[src/rtl/bp_sram_pkg.sv]
// Shared constants for the logic-analyzer SRAM port arbiter: requester indices,
// owner encodings, arbiter states and the pin levels driven while the port is unowned.
package bp_sram_pkg;

  localparam int REQ_CAPTURE  = 0;
  localparam int REQ_READBACK = 1;
  localparam int REQ_DEBUG    = 2;
  localparam int NUM_REQ      = 3;

  localparam logic [1:0] OWNER_NONE     = 2'd0;
  localparam logic [1:0] OWNER_CAPTURE  = 2'd1;
  localparam logic [1:0] OWNER_READBACK = 2'd2;
  localparam logic [1:0] OWNER_DEBUG    = 2'd3;

  typedef enum logic [1:0] {
    ST_IDLE  = 2'd0,
    ST_OWN   = 2'd1,
    ST_GUARD = 2'd2
  } arb_state_t;

  localparam logic IDLE_CS     = 1'b1;
  localparam logic IDLE_CLOCK  = 1'b0;
  localparam logic IDLE_SIO_O  = 1'b0;
  localparam logic IDLE_SIO_OE = 1'b0;

  // Owner code 1..3 maps onto grant bit 0..2; OWNER_NONE gives no grant.
  function automatic logic [NUM_REQ-1:0] owner_gnt(input logic [1:0] o);
    logic [NUM_REQ-1:0] g;
    g = '0;
    if (o != OWNER_NONE) g[o - 2'd1] = 1'b1;
    return g;
  endfunction

endpackage

[src/rtl/sram_hold_timer.sv]
// Clear/enable cycle counter; expire pulses on the LIMIT-th consecutive enabled
// cycle since the last clear, which lets the arbiter leave its state on that edge.
module sram_hold_timer #(
  parameter int LIMIT = 2
) (
  input  logic clock,
  input  logic reset,
  input  logic clear,
  input  logic enable,
  output logic expire
);

  localparam int W = $clog2(LIMIT + 1);
  localparam logic [W-1:0] LAST = W'(LIMIT - 1);

  logic [W-1:0] count;

  assign expire = enable && (count == LAST);

  always_ff @(posedge clock or negedge reset) begin
    if (!reset) begin
      count <= '0;
    end else if (clear || expire) begin
      count <= '0;
    end else if (enable) begin
      count <= count + 1'b1;
    end
  end

endmodule

[src/rtl/sram_port_arbiter.sv]
// Grants the shared LA SRAM port to capture, readback or debug, muxes the owner's
// pin drive onto the SRAM pads, holds CS high between owners and revokes long holds.
module sram_port_arbiter
  import bp_sram_pkg::*;
#(
  parameter int LA_WIDTH     = 8,
  parameter int LA_CHIPS     = 2,
  parameter int GUARD_CYCLES = 2,
  parameter int HOLD_TIMEOUT = 1024
) (
  input  logic                         clock,
  input  logic                         reset,
  input  logic [NUM_REQ-1:0]           req,
  output logic [NUM_REQ-1:0]           gnt,
  input  logic [NUM_REQ*LA_CHIPS-1:0]  rq_cs,
  input  logic [NUM_REQ*LA_CHIPS-1:0]  rq_sclk,
  input  logic [NUM_REQ*LA_WIDTH-1:0]  rq_sio_o,
  input  logic [NUM_REQ*LA_WIDTH-1:0]  rq_sio_oe,
  output logic [LA_CHIPS-1:0]          sram_cs,
  output logic [LA_CHIPS-1:0]          sram_clock,
  output logic [LA_WIDTH-1:0]          sram_sio_o,
  output logic [LA_WIDTH-1:0]          sram_sio_oe,
  output logic                         busy,
  output logic [1:0]                   owner,
  output logic                         abort,
  input  logic                         abort_clr
);

  arb_state_t state, state_next;
  logic [1:0] owner_next;
  logic       owner_req;
  logic       hold_enable, hold_expire;
  logic       guard_enable, guard_expire;
  logic       revoke;

  always_comb begin
    owner_req = 1'b0;
    case (owner)
      OWNER_CAPTURE:  owner_req = req[REQ_CAPTURE];
      OWNER_READBACK: owner_req = req[REQ_READBACK];
      OWNER_DEBUG:    owner_req = req[REQ_DEBUG];
      default:        owner_req = 1'b0;
    endcase
  end

  // Owner still holding while capture waits; an owner dropping req never counts,
  // so a drop on the expiring cycle is an ordinary release.
  assign hold_enable  = (state == ST_OWN) && owner_req &&
                        (owner != OWNER_CAPTURE) && req[REQ_CAPTURE];
  assign guard_enable = (state == ST_GUARD);
  assign revoke       = hold_expire;

  sram_hold_timer #(.LIMIT(HOLD_TIMEOUT)) u_hold_timer (
    .clock  (clock),
    .reset  (reset),
    .clear  (!hold_enable),
    .enable (hold_enable),
    .expire (hold_expire)
  );

  sram_hold_timer #(.LIMIT(GUARD_CYCLES)) u_guard_timer (
    .clock  (clock),
    .reset  (reset),
    .clear  (!guard_enable),
    .enable (guard_enable),
    .expire (guard_expire)
  );

  always_comb begin
    state_next = state;
    owner_next = owner;
    case (state)
      ST_IDLE: begin
        if (req[REQ_CAPTURE]) begin
          state_next = ST_OWN;
          owner_next = OWNER_CAPTURE;
        end else if (req[REQ_READBACK]) begin
          state_next = ST_OWN;
          owner_next = OWNER_READBACK;
        end else if (req[REQ_DEBUG]) begin
          state_next = ST_OWN;
          owner_next = OWNER_DEBUG;
        end
      end
      ST_OWN: begin
        if (!owner_req || revoke) begin
          state_next = ST_GUARD;
          owner_next = OWNER_NONE;
        end
      end
      ST_GUARD: begin
        if (guard_expire) state_next = ST_IDLE;
      end
      default: begin
        state_next = ST_IDLE;
        owner_next = OWNER_NONE;
      end
    endcase
  end

  // A revoke on the same edge as abort_clr wins so the event is never lost.
  always_ff @(posedge clock or negedge reset) begin
    if (!reset) begin
      state <= ST_IDLE;
      owner <= OWNER_NONE;
      gnt   <= '0;
      busy  <= 1'b0;
      abort <= 1'b0;
    end else begin
      state <= state_next;
      owner <= owner_next;
      gnt   <= owner_gnt(owner_next);
      busy  <= (state_next != ST_IDLE);
      if (revoke)         abort <= 1'b1;
      else if (abort_clr) abort <= 1'b0;
    end
  end

  always_comb begin
    sram_cs     = {LA_CHIPS{IDLE_CS}};
    sram_clock  = {LA_CHIPS{IDLE_CLOCK}};
    sram_sio_o  = {LA_WIDTH{IDLE_SIO_O}};
    sram_sio_oe = {LA_WIDTH{IDLE_SIO_OE}};
    case (owner)
      OWNER_CAPTURE: begin
        sram_cs     = rq_cs[REQ_CAPTURE*LA_CHIPS +: LA_CHIPS];
        sram_clock  = rq_sclk[REQ_CAPTURE*LA_CHIPS +: LA_CHIPS];
        sram_sio_o  = rq_sio_o[REQ_CAPTURE*LA_WIDTH +: LA_WIDTH];
        sram_sio_oe = rq_sio_oe[REQ_CAPTURE*LA_WIDTH +: LA_WIDTH];
      end
      OWNER_READBACK: begin
        sram_cs     = rq_cs[REQ_READBACK*LA_CHIPS +: LA_CHIPS];
        sram_clock  = rq_sclk[REQ_READBACK*LA_CHIPS +: LA_CHIPS];
        sram_sio_o  = rq_sio_o[REQ_READBACK*LA_WIDTH +: LA_WIDTH];
        sram_sio_oe = rq_sio_oe[REQ_READBACK*LA_WIDTH +: LA_WIDTH];
      end
      OWNER_DEBUG: begin
        sram_cs     = rq_cs[REQ_DEBUG*LA_CHIPS +: LA_CHIPS];
        sram_clock  = rq_sclk[REQ_DEBUG*LA_CHIPS +: LA_CHIPS];
        sram_sio_o  = rq_sio_o[REQ_DEBUG*LA_WIDTH +: LA_WIDTH];
        sram_sio_oe = rq_sio_oe[REQ_DEBUG*LA_WIDTH +: LA_WIDTH];
      end
      default: ;
    endcase
  end

endmodule

[config.mk]
export PLATFORM = sky130hd
export DESIGN_NAME = sram_port_arbiter
export DESIGN_NICKNAME = d
export VERILOG_FILES = /design/src/rtl/bp_sram_pkg.sv /design/src/rtl/sram_hold_timer.sv /design/src/rtl/sram_port_arbiter.sv
export SDC_FILE = /design/constraint.sdc
export NUM_CORES = 1
export LEC_CHECK = 0
export CORE_UTILIZATION = 37
export DETAILED_ROUTE_END_ITERATION = 6
export PLACE_DENSITY = 0.91
export SYNTH_ARGS = -nofsm -noshare
export SYNTH_HDL_FRONTEND = slang
export SYNTH_SLANG_ARGS = --single-unit
[constraint.sdc]
create_clock -name clock -period 2.1 [get_ports clock]
set_input_delay 0.42 -clock clock [delete_from_list [all_inputs] [get_ports clock]]
set_output_delay 0.42 -clock clock [all_outputs]
set_load 0.1 [all_outputs]
# --- Yosys cells after proc, flatten, opt, wreduce, memory -nomap -nowiden ---
# Cells that the tools add are included.
word_totals:
  elab_cells: 63
  ram_bits: 0
  n_memories: 0
  output_inout_bits: 27
  latch_bits: 0
  romBits: 0
  inputBits: 66
  reg_bits: 22
classes:
  add_sub_neg: 3
  n_bitwise: 0
  reduce_logical: 18
  shifts: 0
  n_div: 0
  order_cmp: 2
  n_eq_ne: 8
  muxes: 25
  multipliers: 0
ops:
  columns: ["cell", "n"]
  rows:
  - ["$pmux W8 S3", 2]
  - ["$pmux W2 S3", 4]
  - ["$mux W11", 2]
  - ["$mux W2", 11]
  - ["$add A11 B1 Y11 const B", 1]
  - ["$eq A11 B10 Y1 const B", 1]
  - ["$reduce_bool A2 Y1", 5]
  - ["$eq A2 B1 Y1 const B", 3]
  - ["$eq A2 B2 Y1 const B", 3]
  - ["$logic_and A1 B1 Y1", 6]
  - ["$logic_not A1 Y1", 3]
  - ["$logic_or A1 B1 Y1", 3]
  - ["$lt A2 B3 Y1 const B", 1]
  - ["$mux W1", 3]
  - ["$mux W3", 1]
  - ["$pmux W1 S3", 1]
  - ["$add A2 B1 Y2 const B", 1]
  - ["$demux W1 S2", 1]
  - ["$ge A2 B1 Y1 const B", 1]
  - ["$logic_not A2 Y1", 1]
  - ["$ne A2 B1 Y1 const B", 1]
  - ["$sub A2 B1 Y2 const B", 1]

# --- Depth between registers and ports, before layout ---
logic_depth:
  word_depth: 15
  ltp_mapped: 6
  depth_no_buf: 6

# --- Cells and area by module ---
# Synthesis repeated with hierarchy kept, for this count alone.
hier_totals:
  cells_unflattened: 175
  area_unflattened_um2: 1586.5
modules_own_cells:
  columns: ["module", "area_each_um2", "instances", "seq_area_each_um2", "cells_per_inst"]
  rows:
  - ["sram_port_arbiter", 900.9, 1, 225.2, 111]
  - ["sram_hold_timer at u_hold_timer", 574.3, 1, 275.3, 54]
  - ["sram_hold_timer at u_guard_timer", 111.4, 1, 50.0, 10]

# --- Least setup slack after synthesis ---
# OpenSTA, ideal clock, no wires.
synth_timing:
  path_kind: "register -> output"
  startpoint: "register owner[1]"
  endpoint: "output sram_cs[0]"
  stages_incl_launch_ff: 4
  required_ps: 1680
  path_buffers: 1
  arrival_time_ps: 3001
  path_slack_ps: -1321
  cell_sequence: "dfrtp_1 > and2b_1 > clkbuf_1 > a22oi_1"
synth_between:
  elab_chain_len: 2
  elab_cells_between_ends: 4
  classes_between: "eq/ne: 3; mux: 1"
synth_rtl:
  columns: ["element", "line", "source"]
  rows:
  - ["from (decl)", "sram_port_arbiter.sv:24", "output logic [1:0] owner,"]
  - ["from (signal assigned)", "sram_port_arbiter.sv:111", "owner <= owner_next;"]
  - ["$eq A2 B2 Y1 / $eq A2 B1 Y1 (equally long branches)", "sram_port_arbiter.sv:124", "case (owner)"]
  - ["$pmux W2 S3 *", "sram_port_arbiter.sv:124", null]
  - ["to (decl)", "sram_port_arbiter.sv:19", "output logic [LA_CHIPS-1:0] sram_cs,"]
# Mark *: on every way between the ends. The rest lies on a longest branch, timed or not.

# --- Final worst setup path ---
layout_timing:
  startpoint: "register owner[0]"
  endpoint: "output sram_sio_oe[2]"
layout_between:
  elab_chain_len: 2
  elab_cells_between_ends: 4
  classes_between: "eq/ne: 3; mux: 1"
layout_rtl:
  columns: ["element", "line", "source"]
  rows:
  - ["$eq A2 B2 Y1 / $eq A2 B1 Y1 (equally long branches)", "sram_port_arbiter.sv:124", null]
  - ["$pmux W8 S3 *", "sram_port_arbiter.sv:124", null]
  - ["to (decl)", "sram_port_arbiter.sv:22", "output logic [LA_WIDTH-1:0] sram_sio_oe,"]
# Marks and branches as above.

==> summary.md <==
| Metric | Value |
|---|---|
| Outcome | `finished, final reports clean` |
| Maximum capacitance violations | `0` |
| Pin count of the biggest net entering global routing | `23` |
| Count of unique library cells instantiated by Yosys | `37` |
| Net count after synthesis | `219` |
| Number of DRC violations after detailed-routing iteration 0 | `29` |
| Peak VDD IR | `1368 uV` |
| Slew at the pin closest to its max-slew limit | `0.5095 ns` |
| Number of cells produced by synthesis | `151` |
| Crit path capture type | `primary output` |
| Count of buffers inserted at the top-level ports | `92` |
| Count of inserted antenna diode cells | `0` |
| Sequential-to-total area share from yosys stat | `36.61%` |
| Count of endpoints failing hold in the final timing report | `0` |
| Final Worst Setup Slack | `0.01283 ns` |
| Number of setup violations in the final report | `0` |
| Number of nets in the finished design | `322` |
| Post-synthesis cell area | `1504 um2` |
| Fraction of layout cells with a size suffix above 1 | `36.76%` |
| Die ar. | `4324 um2` |
| RSZ-0062 raised after global routing | `true` |
| Most common cell after layout, fill and taps aside | `sky130_fd_sc_hd__clkdlybuf4s50_1` |
| Worst setup SP type | `flip-flop` |
| Most frequent cells in the layout | `sky130_fd_sc_hd__clkdlybuf4s50_1 (65), sky130_fd_sc_hd__buf_12 (25), sky130_fd_sc_hd__dfrtp_1 (20)` |
| Critical Path Most Common Cell | `sky130_fd_sc_hd__buf_12` |
| Clock slew at reported path FFs | `0.07 ns` |
| Yosys warns | `0` |
| Core area | `3771 um2` |
| Initial Util | `39.88%` |
| Vias in the first global route | `1547` |
| Critical path arrival | `1.67 ns` |
| Worst slew slack as a fraction of its limit | `65.67%` |
| Global-route wire length before repair | `7.348 mm` |
| Post-route non-filler standard cell count | `301` |
| Power per cell area | `1656 nW/um2` |
| Type of the worst min-delay path | `reg -> reg` |
| Boundary Pins | `93` |
| DRC violations left | `0` |
| Via density per instance | `5.083` |
| Overflow left after global routing | `0` |
| Die X-Extent | `65.76 um` |
| Clock tree from TritonCTS | `yes` |
| Sum of negative setup slack | `0 ns` |
| Weighted congestion at the end of routability-driven global placement | `0.9048` |
| CP cell instances | `buf_12 -> mux2_2 -> a22o_4 -> buf_12` |
| # hold bufs at CTS | `0` |
| Worst Setup SP | `owner[0]$_DFF_PN0_` |
| Source of the worst register-to-register timing path | `owner[0]$_DFF_PN0_` |
| Longest individual stage delay on the worst path | `0.50 ns` |
| CP Max Fanout | `11` |
| Layout fillers | `217` |
| Static Leakage | `1.276 nW` |
| Critical Path RT | `1.68 ns` |
| Worst Setup Slack post-DPL | `0.1153 ns` |
| Ratio of final minimum period to clock period | `99.39%` |
| Via count of the routed design | `1530` |
| Min Clock Period, post-route | `2.087 ns` |
| Final Skew | `0.001351 ns` |
| Clock tree root buffer cell | `sky130_fd_sc_hd__clkbuf_8` |
| Row count | `22` |
| First-pass DRT Iterations | `4` |
| DRT Wirelength | `4.907 mm` |
| Deepest level of the CTS H-tree | `1` |
| Placed instance count | `291` |
| Final Core Density | `79.86%` |
| Average routed wire per standard cell | `16.30 um` |
| Post-DRT Antenna Nets | `0` |
| Clk sink count | `22` |
| Deepest clock path buffer count | `2` |
| Die Y-Extent | `65.76 um` |
| Initial antenna violation count | `0` |
| Tot GR Track Use | `22.72%` |
| CTS Buf Count | `3` |
| Final slew viol count | `0` |
| Relative area change from synthesis to final layout | `100.2%` |
| Post-synthesis area per instance | `9.960 um2` |
| WS Path Type | `reg -> out` |
| HPWL after detailed placement | `4.033 mm` |
| Maximum clock rate | `479.1 MHz` |
| Latest clock arrival within the worst-skew pair | `0.26 ns` |
| Flip-flop and latch count after synthesis | `22` |
| Critical-path top delay cell | `sky130_fd_sc_hd__dfrtp_4` |
| Min-Delay Startpoint | `u_guard_timer.count[0]$_DFFE_PN0P_` |
-- state kept, by name (all words and copies together), names as in the netlist --
signal and count:
abort 1, busy 1, gnt 3, owner 2
state 2, u_guard_timer.count 2, u_hold_timer.count 11
-- worst max-delay path: cells and delay by family, from the launching register on --
family	cells	cell delay (ns)
buffers and inverters	2	0.31
AOI/OAI and AO/OA	1	0.23
muxes	1	0.35
DFF	1	0.50
-- synth_stat cells (all sizes together) --
cell	number	area share [%]
ha	2	1.7
mux2	19	14
o22ai	1	0.83
and2b	1	0.50
nor4b	1	1.6
buf	3	1.2
nor3	3	1.0
xor2	5	2.9
inv	6	1.5
a21boi	1	0.50
o21bai	2	1.0
a31oi	1	0.42
xnor2	3	1.7
dfrtp	22	37
a221oi	1	1.7
nor2b	2	0.83
a22oi	2	1.0
a21oi	1	0.33
nand2	11	2.9
and2	2	0.83
and3	2	0.83
a22o	18	10
mux2i	2	1.3
nand4b	1	0.58
nand3	3	1.0
o21ai	5	2.2
nand4	3	1.7
o31ai	1	0.50
nand2b	4	1.7
nor2	18	4.5
clkbuf	4	1.0
o21a	1	1.0
-- area by class of cell --
| cell class | instances | area [um2] | area share (%) |
|---|---|---|---|
| clock buffers | 4 | 55.05 | 1.828 |
| inverters | 6 | 22.52 | 0.7478 |
| multi-input cells | 116 | 1031 | 34.23 |
| flip-flops and latches | 22 | 558.0 | 18.53 |
| well taps | 48 | 60.06 | 1.994 |
| repair buffers | 105 | 1285 | 42.67 |
-- what timing repair did --
item | CTS | global route
gates cloned | 0 | 1
gates resized for setup | 2 | 7
pin swaps | 0 | 1
endpoints found under the hold margin | 0 | 0
setup endpoints to repair | 20 | 20
buffers inserted | 3 | 2
-- per-stage QoR --
stage | area, um2 | total power, mW | hold WS [ns]
final | 3012 | 4.987 | 0.4615
after global routing | 3012 | 5.165 | 0.4709
after CTS | 2942 | 4.860 | 0.4534
after detailed placement | 2840 | 4.464 | 0.4427
after global placement | 2840 | 4.430 | 0.4297
after floorplan | 1633 | 3.193 | 0.1244
-- final timing paths --
check / endpoint / slack, ns / cells after the start
hold / removal: u_guard_timer.count[0]$_DFFE_PN0P_ / 0.46 / 1
setup / recovery: sram_sio_oe[2] / 0.01 / 4
setup reg to reg: gnt[0]$_DFF_PN0_ / 0.14 / 7
min in group asynchronous: u_hold_timer.count[7]$_DFFE_PN0P_ / 0.49 / 2
hold reg to reg: u_guard_timer.count[0]$_DFFE_PN0P_ / 0.46 / 1
max in group asynchronous: owner[0]$_DFF_PN0_ / 1.37 / 2
-- power breakdown --
| part | internal [mW] | total, mW | switching [mW] |
|---|---|---|---|
| clock network | 0.167 | 0.297 | 0.130 |
| registers | 0.512 | 0.589 | 0.0772 |
| logic | 1.66 | 4.10 | 2.44 |
| total | 2.34 | 4.99 | 2.65 |
-- routing by layer --
layer	GRT usage, %	share of wire [%]	up-vias
met1	24.78	37	721
met3	5.556	3.6	15
met4	8.696	3.2	0
met2	41.58	57	41
met5	0	0	-
li1	-	-	753
-- cell families (layout without fill, tap and decap cells) --
group | count (synthesis) | after routing | synth area share [%]
adders and majority gates | 2 | 2 | 1.664
and+or+nand+nor | 51 | 51 | 17.89
muxes | 21 | 21 | 15.56
xor gates and xnor gates | 8 | 8 | 4.659
buffers and inverters | 13 | 115 | 3.660
DFF | 22 | 22 | 36.61
AOI/OAI and AO/OA | 34 | 34 | 19.97
Power figures use the tool's default switching activity.
